[src/rtl/se_pkg.sv]
// Shared constants, mode type and output saturation helper for the SE-block FC path.
package se_pkg;

    localparam int BITSIZE   = 14;
    localparam int FRAC_BITS = 7;
    localparam int ACC_W     = BITSIZE * 2 - FRAC_BITS + 6;
    localparam int FC1_OUT   = 144;
    localparam int FC2_OUT   = 576;
    localparam int HSIG_MUL  = 21;
    localparam int HSIG_OFS  = 64;
    localparam int HSIG_ONE  = 128;

    typedef enum logic {MODE_FC1, MODE_FC2} mode_t;

    localparam logic signed [ACC_W:0] SAT_MAX = (ACC_W + 1)'((1 << (BITSIZE - 1)) - 1);
    localparam logic signed [ACC_W:0] SAT_MIN = (ACC_W + 1)'(-(1 << (BITSIZE - 1)));

    function automatic logic signed [BITSIZE-1:0] sat_word(input logic signed [ACC_W:0] v);
        if (v > SAT_MAX) begin
            return {1'b0, {(BITSIZE - 1){1'b1}}};
        end else if (v < SAT_MIN) begin
            return {1'b1, {(BITSIZE - 1){1'b0}}};
        end else begin
            return v[BITSIZE-1:0];
        end
    endfunction

endpackage

[src/rtl/se_act_unit.sv]
// Combinational ReLU (FC1) / hard-sigmoid (FC2) with clamp.
// Define SE_FC_POST_ROUND_EN to round the hard-sigmoid shift half up instead of truncating.
module se_act_unit
    import se_pkg::*;
(
    input  mode_t                   mode,
    input  logic signed [ACC_W:0]   s,
    output logic signed [ACC_W:0]   r
);

    localparam int TW = ACC_W + 7;
    localparam logic signed [TW-1:0] MUL = TW'(HSIG_MUL);
    localparam logic signed [TW-1:0] OFS = TW'(HSIG_OFS);
    localparam logic signed [TW-1:0] ONE = TW'(HSIG_ONE);
`ifdef SE_FC_POST_ROUND_EN
    localparam logic signed [TW-1:0] RND = TW'(1 << (FRAC_BITS - 1));
`endif

    logic signed [TW-1:0] t;
    logic signed [TW-1:0] u;

    // x*21/128 approximates x/6 in Q7; adding 0.5 gives relu6(x+3)/6 before the clamp
    always_comb begin
        t = $signed({{6{s[ACC_W]}}, s}) * MUL;
`ifdef SE_FC_POST_ROUND_EN
        u = ((t + RND) >>> FRAC_BITS) + OFS;
`else
        u = (t >>> FRAC_BITS) + OFS;
`endif
        r = '0;
        if (mode == MODE_FC1) begin
            r = s[ACC_W] ? '0 : s;
        end else if (u < 0) begin
            r = '0;
        end else if (u > ONE) begin
            r = (ACC_W + 1)'(HSIG_ONE);
        end else begin
            r = u[ACC_W:0];
        end
    end

endmodule

[src/rtl/se_fc_post.sv]
// FC post stage: bias add, ReLU/hard-sigmoid, saturation and neuron addressing, 3-cycle pipeline.
// Optional macro SE_FC_POST_ROUND_EN selects rounding in the FC2 hard-sigmoid (see se_act_unit).
module se_fc_post
    import se_pkg::*;
#(
    parameter int ADDR_W = 10
) (
    input  logic                       clk,
    input  logic                       rst,
    input  logic                       fully_1,
    input  logic                       fully_2,
    input  logic                       clear,
    input  logic signed [ACC_W-1:0]    in_sum,
    input  logic                       in_valid,
    input  logic signed [BITSIZE-1:0]  bias,
    output logic signed [BITSIZE-1:0]  out_data,
    output logic                       out_valid,
    output logic [ADDR_W-1:0]          out_addr,
    output logic                       layer_done,
    output logic                       busy
);

    mode_t                  mode_q, mode_next;
    logic                   s1_valid, s2_valid;
    logic signed [ACC_W:0]  s1_sum, s2_r, act_r;
    mode_t                  s1_mode, s2_mode, last_mode;
    logic [ADDR_W-1:0]      cnt, addr_base, last_idx;

    always_comb begin
        mode_next = mode_q;
        if (fully_1) begin
            mode_next = MODE_FC1;
        end else if (fully_2) begin
            mode_next = MODE_FC2;
        end
    end

    se_act_unit u_act (
        .mode (s1_mode),
        .s    (s1_sum),
        .r    (act_r)
    );

    // A change of layer type between consecutive outputs restarts the neuron index
    always_comb begin
        addr_base = (s2_mode != last_mode) ? '0 : cnt;
        last_idx  = (s2_mode == MODE_FC1) ? ADDR_W'(FC1_OUT - 1) : ADDR_W'(FC2_OUT - 1);
    end

    always_ff @(posedge clk or negedge rst) begin
        if (!rst) begin
            mode_q     <= MODE_FC1;
            s1_valid   <= 1'b0;
            s1_sum     <= '0;
            s1_mode    <= MODE_FC1;
            s2_valid   <= 1'b0;
            s2_r       <= '0;
            s2_mode    <= MODE_FC1;
            out_data   <= '0;
            out_valid  <= 1'b0;
            out_addr   <= '0;
            layer_done <= 1'b0;
            cnt        <= '0;
            last_mode  <= MODE_FC1;
        end else begin
            mode_q  <= mode_next;
            s1_sum  <= $signed({in_sum[ACC_W-1], in_sum})
                     + $signed({{(ACC_W + 1 - BITSIZE){bias[BITSIZE-1]}}, bias});
            s1_mode <= mode_next;
            s2_r    <= act_r;
            s2_mode <= s1_mode;
            out_data <= sat_word(s2_r);
            if (clear) begin
                s1_valid   <= 1'b0;
                s2_valid   <= 1'b0;
                out_valid  <= 1'b0;
                out_addr   <= '0;
                layer_done <= 1'b0;
                cnt        <= '0;
            end else begin
                s1_valid   <= in_valid;
                s2_valid   <= s1_valid;
                out_valid  <= s2_valid;
                layer_done <= s2_valid && (addr_base == last_idx);
                if (s2_valid) begin
                    out_addr  <= addr_base;
                    cnt       <= (addr_base == last_idx) ? '0 : addr_base + 1'b1;
                    last_mode <= s2_mode;
                end
            end
        end
    end

    assign busy = s1_valid | s2_valid | out_valid;

endmodule

[config.mk]
export PLATFORM = sky130hd
export DESIGN_NAME = se_fc_post
export DESIGN_NICKNAME = d
export VERILOG_FILES = /design/src/rtl/se_pkg.sv /design/src/rtl/se_act_unit.sv /design/src/rtl/se_fc_post.sv
export SDC_FILE = /design/constraint.sdc
export NUM_CORES = 1
export LEC_CHECK = 0
export CAP_MARGIN = 25
export CORE_MARGIN = 2
export CORE_UTILIZATION = 54
export CTS_CLUSTER_DIAMETER = 150
export DETAILED_ROUTE_END_ITERATION = 10
export GPL_TIMING_DRIVEN = 0
export PLACE_DENSITY_LB_ADDON = 0.15
export SYNTH_ARGS = -nofsm -noshare
export SYNTH_HDL_FRONTEND = slang
export SYNTH_SLANG_ARGS = --single-unit
export TNS_END_PERCENT = 5
[constraint.sdc]
create_clock -name clk -period 4.8 [get_ports clk]
set_clock_uncertainty 0.1 [all_clocks]
set_input_delay 0.96 -clock clk [delete_from_list [all_inputs] [get_ports clk]]
set_output_delay 0.96 -clock clk [all_outputs]
set_load 0.005 [all_outputs]
**Word-level counts from Yosys, hierarchy flattened**

Index checks and enable logic that the tools add are counted.

- Register bits: 97
- Input port bits: 47
- Output and inout port bits: 27
- Word-level logic and storage cells: 48

- Add/subtract/negate cells: 3
- Multipliers: 1
- Magnitude comparators: 4
- Equal/unequal tests: 2
- Mux-type cells: 19
- Bitwise operators: 3
- Reduce and logical (&&, ||, !) cells: 4

Operator list:

| operator | count |
|---|---|
| 28-bit 2-to-1 mux | 3 |
| 10-bit 2-to-1 mux | 7 |
| 34-bit by 9-bit greater-than comparator with 1-bit output, second input constant | 1 |
| 34-bit by 1-bit < comparator with 1-bit output, second input constant | 1 |
| 28-bit by 6-bit multiplier with 34-bit output, second input constant | 1 |
| 27-bit by 14-bit adder with 28-bit output | 1 |
| 27-bit by 8-bit adder with 28-bit output, second input constant | 1 |
| 28-bit by 14-bit greater-than comparator with 1-bit output, second input constant | 1 |
| 28-bit by 14-bit < comparator with 1-bit output, second input constant | 1 |
| 14-bit 2-to-1 mux | 2 |
| 27-bit 2-to-1 mux | 1 |
| 10-bit by 1-bit adder with 10-bit output, second input constant | 1 |
| 10-bit equality test | 1 |
| 1-bit 2-to-1 mux | 6 |
| 2-bit nonzero test | 2 |
| 1-bit bitwise OR | 2 |
| 2-bit AND reduction | 1 |
| 1-bit logical AND | 1 |
| 1-bit != test | 1 |
| 1-bit NOT | 1 |

**Depth between registers and ports, before layout**

- Depth in word-level cells: 6
- Gate-level depth with buffers: 21
- Gate-level depth less buffers: 20

**Cells and area by module**

Synthesis repeated with hierarchy kept, for this count alone.

- Cell total of the unflattened synthesis: 987
- Area, all modules: 8817.2 um^2

Modules (own cells, without submodules):

| module | times used | cells an instance | area an instance (um^2) | seq. area each (um^2) |
|---|---|---|---|---|
| se_fc_post | 1 | 435 | 4722.0 | 2427.3 |
| se_act_unit | 1 | 552 | 4095.2 | 0.0 |

**Worst setup path before layout**

Ideal clock, no wire load.

- Kind: register to register
- Start: reg s1_sum[12]
- End: reg s2_r[6]
- Library setup time: 0.067 ns
- Data arrival time: 4.794 ns
- Data required time: 4.633 ns
- Setup slack: -0.161 ns
- Cell stages (with the launch flop): 21
- Buffers on the path: 2
- Clock period less this slack: 4.961 ns
- Cell sequence: dfrtp_1 ha_1 ha_1 inv_1 fa_1 inv_1 ha_1 buf_6 and2_4 or2_4 a221o_1 a2111oi_0 and4b_1 nand4_1 nor3_2 nand3_1 xnor2_1 or3_1 and4b_1 buf_6 a32o_1

- Cells in the longest elaborated chain, start to end: 6
- Elaborated cells on any way between the ends: 7
- Those cells by class: add/sub (1); mul (1); order compare (2); mux (3)

Ends and longest elaborated chain:

| item | RTL line | source |
|---|---|---|
| start: declaration | se_fc_post.sv:25 | `logic signed [ACC_W:0] s1_sum, s2_r, act_r;` |
| start signal: assignment | se_fc_post.sv:67 | `s1_sum <= $signed({in_sum[ACC_W-1], in_sum})` |
| 28-bit by 6-bit multiplier with 34-bit output * | se_act_unit.sv:24 | `t = $signed({{6{s[ACC_W]}}, s}) * MUL;` |
| 27-bit by 8-bit adder with 28-bit output * | se_act_unit.sv:28 | `u = (t >>> FRAC_BITS) + OFS;` |
| 34-bit by 9-bit greater-than comparator with 1-bit output | se_act_unit.sv:35 | `end else if (u > ONE) begin` |
| 28-bit 2-to-1 mux | se_act_unit.sv:35 |  |
| 28-bit 2-to-1 mux * | se_act_unit.sv:33 | `end else if (u < 0) begin` |
| 28-bit 2-to-1 mux * | se_act_unit.sv:31 | `if (mode == MODE_FC1) begin` |
| net act_r[6] | se_fc_post.sv:25 |  |
| end signal: assignment | se_fc_post.sv:70 | `s2_r <= act_r;` |
| end: declaration | se_fc_post.sv:25 |  |

The timed path passes the listed nets; every way through them passes the cells marked *.
A chain may end at the register's enable or synchronous reset.

**Worst setup path in the final report**

- Start: reg s1_sum[8]
- End: reg s2_r[1]

Same word-level chain as after synthesis.

==> impl_metrics.yaml <==
status:
  status: "finished, violations left"
  violations: "setup timing"
cts:
  postCtsHoldBufs: 0
  insertion_delay_ns: 0.36
  cts_tree: "done"
  clk_pin_slew_ns: 0.07
  htreeDepth: 3
  clock_sinks: 96
  cts_root_buffer: "clkbuf_16"
  clk_path_buf_depth: 2
  cts_made_buffers: 9
timing:
  min_period_ns: 5.05
  finalCritPeriodShare_pct: 105
  tightest_slew_ns: 0.817
  max_freq_mhz: 198
  setup_violations: 8
  slew_headroom_pct: 45.3
  slew_violations: 0
  fin_ws_ns: -0.254
  rsz0062_at_grt: "true"
  hold_violations: 0
synth:
  synth_top_area_share_pct: 29.3
  synth_area_per_cell_um2: 9.18
  synth_most_common_cell: "inv_1"
  ys.flop_type: "dfrtp_1"
  yosys-top-cells-area: "dfrtp_1 (29%), ha_1 (17%), fa_1 (6.4%)"
  netlist_area_um2: 8200
  synthArstFlopShare_pct: 100
  ys_seq_area_share_pct: 29.3
  syn-num-nets: 1077
  ys_ff_latch: 96
  syn-instance-count: 893
  synth.distinct_cells: 74
  synthTopCellsByCount: "inv_1 (120), ha_1 (111), dfrtp_1 (96), nand2_1 (49), nor2_1 (49)"
  yosys.area.top_type: "dfrtp_1"
  synth_edf_count: 0
  yosys_warnings: 0
finish:
  utilization_pct: 70.8
  n_fill_cell: 1107
  syn_to_final_growth_pct: 29.9
  fin_nets: 1219
  n_antenna_cell: 0
  fin_area_um2: 10600
  drive_gt1_share_pct: 21.4
global_routing:
  grt_max_degree: 50
  grt_util_all_layers_pct: 22.7
  grt_pass1_vias: 6721
  grt_first_pass_wirelength_um: 30100
  antenna_found_initial: 0
  overflow: 0
floorplan:
  core_area_um2: 15000
  die_h_um: 127
  dieArea_um2: 16200
  die_x_um: 127
  rows: 45
  ios: 74
  start_util_pct: 54.5
worst_hold_path:
  hp-class: "register to register"
worst_setup_path:
  worstPathMaxFanout: 8
  path_cells: "ha_4 > ha_4 > fa_1 > ha_1 > buf_6 > a211oi_4 > o31ai_4 > a211oi_4 > nand2_4 > a311oi_4 > nand4_1 > buf_4 > nand3b_1 > o21ai_1 > a21oi_1 > or3_1 > and4b_2 > a32o_1"
  cp-end-kind: "register"
  cpMaxStageDelayCell: "dfrtp_2"
  required_ns: 4.99
  path_class: "register to register"
  critPathArrivalTime_ns: 5.24
  max_stage_delay_ns: 0.46
  cp-start-kind: "register"
  critical_path.top_delay_family: "compound AO/OA/AOI/OAI gates"
  cp.buffers_inverters: 2
detailed_routing:
  route.vias.total: 7058
  dr.pass1.iters: 5
  drt_first_iter_violations: 408
  wire_per_inst_um: 15.4
  drc: 0
  vias_per_cell: 5.75
  routed_wl_um: 18900
  detail-route-antenna-nets: 0
placement:
  place_area_um2: 9200
  numPortBuffers: 73
  place.gp.congestion: 0.885
  dp_hpwl_um: 13100
job:
  maxCapViolations: 0
==> cells in the final DEF (no fill, tap or decap), drive strengths merged, types with 10 or more instances in the layout <==
cell type / n
dfrtp: 96
nor3: 15
xor2: 10
clkbuf: 19
nor2: 49
nand2: 49
a21oi: 46
a32o: 11
xnor2: 30
and3: 16
nand4: 17
fa: 26
nor2b: 10
nand3: 23
or2: 20
o21ai: 33
a21o: 19
clkdlybuf4s50: 72
ha: 111
inv: 123
a22o: 15
and2: 32
buf: 71
==> flip-flops by register name, summed over array words and instances, names as in the netlist <==
register,count
cnt,10
last_mode,1
layer_done,1
out_addr,10
out_data,14
out_valid,1
s1_mode,1
s1_sum,28
s1_valid,1
s2_mode,1
s2_r,27
s2_valid,1
==> cells by family after synthesis <==
logic type / after synthesis / synth area share (%)
adder cells (fa/ha/maj): 137 / 23.3
XOR/XNOR: 40 / 4.27
flip-flops: 96 / 29.3
multiplexers: 4 / 0.519
buffers and inverters: 142 / 6.78
other: 1 / 0.0458
AO/OA/AOI/OAI: 204 / 17.6
AND/OR/NAND/NOR: 269 / 18.2
==> final timing paths <==
path	from	end	slack [ns]	cells past startpoint
worst min-delay path	s2_r[11]$_DFF_PN0_	out_data[11]$_DFF_PN0_	0.33	1
min in group asynchronous	rst	out_data[10]$_DFF_PN0_	0.50	1
worst max register to register	s1_sum[8]$_DFF_PN0_	s2_r[1]$_DFF_PN0_	-0.25	18
worst max-delay path	s1_sum[8]$_DFF_PN0_	s2_r[1]$_DFF_PN0_	-0.25	18
worst min register to register	s2_r[11]$_DFF_PN0_	out_data[11]$_DFF_PN0_	0.33	1
max in group asynchronous	rst	last_mode$_DFFE_PN0P_	3.47	2
==> stage by stage <==
step	instances	hold slack, ns	setup TNS, ns	setup WS [ns]
floorplan	893	0.313	-0.239	-0.0445
global placement	1154	0.316	-69.77	-0.686
finish	1228	0.332	-1.87	-0.254
CTS	1212	0.333	-1.34	-0.187
global route	1228	0.342	-2.89	-0.376
detailed placement	1155	0.318	-4.88	-0.635
==> layout make-up <==
cell class	count	area, um2	share of cell area [%]
flip-flops and latches	96	2420	22.7
clock inverters	7	65.1	0.611
multi-input cells	655	5890	55.4
clock buffers	9	225	2.12
inverters	120	450	4.23
plain buffers	16	98.8	0.929
well taps	188	235	2.21
repair buffers	137	1260	11.8
==> worst reg2reg max path, cell delays in order (launching register included) <==
cell	delay (ns)
dfrtp_2	0.46
ha_4	0.26
ha_4	0.27
fa_1	0.42
ha_1	0.30
buf_6	0.14
a211oi_4	0.32
o31ai_4	0.11
a211oi_4	0.38
nand2_4	0.13
a311oi_4	0.38
nand4_1	0.26
buf_4	0.21
nand3b_1	0.15
o21ai_1	0.09
a21oi_1	0.07
or3_1	0.36
and4b_2	0.39
a32o_1	0.20
==> per-layer routing <==
metal / global-route usage (%) / vias to the layer above / part of all wire [%]
li1: - / 3439 / -
met1: 28.4 / 3402 / 44
met2: 40.0 / 171 / 50
met3: 3.43 / 46 / 3.8
met4: 8.34 / 0 / 2.6
met5: 0 / - / 0
==> what timing repair did <==
action | in CTS | in global routing
setup buffers | 46 | 17
endpoints found under the setup margin | 8 | 8
hold endpoints to repair | 0 | 0
pin swaps | 54 | 53
resized for setup | 72 | 61
Power is not shown: default switching activity piles up to over one toggle a cycle in this logic, so the estimate is an artifact.
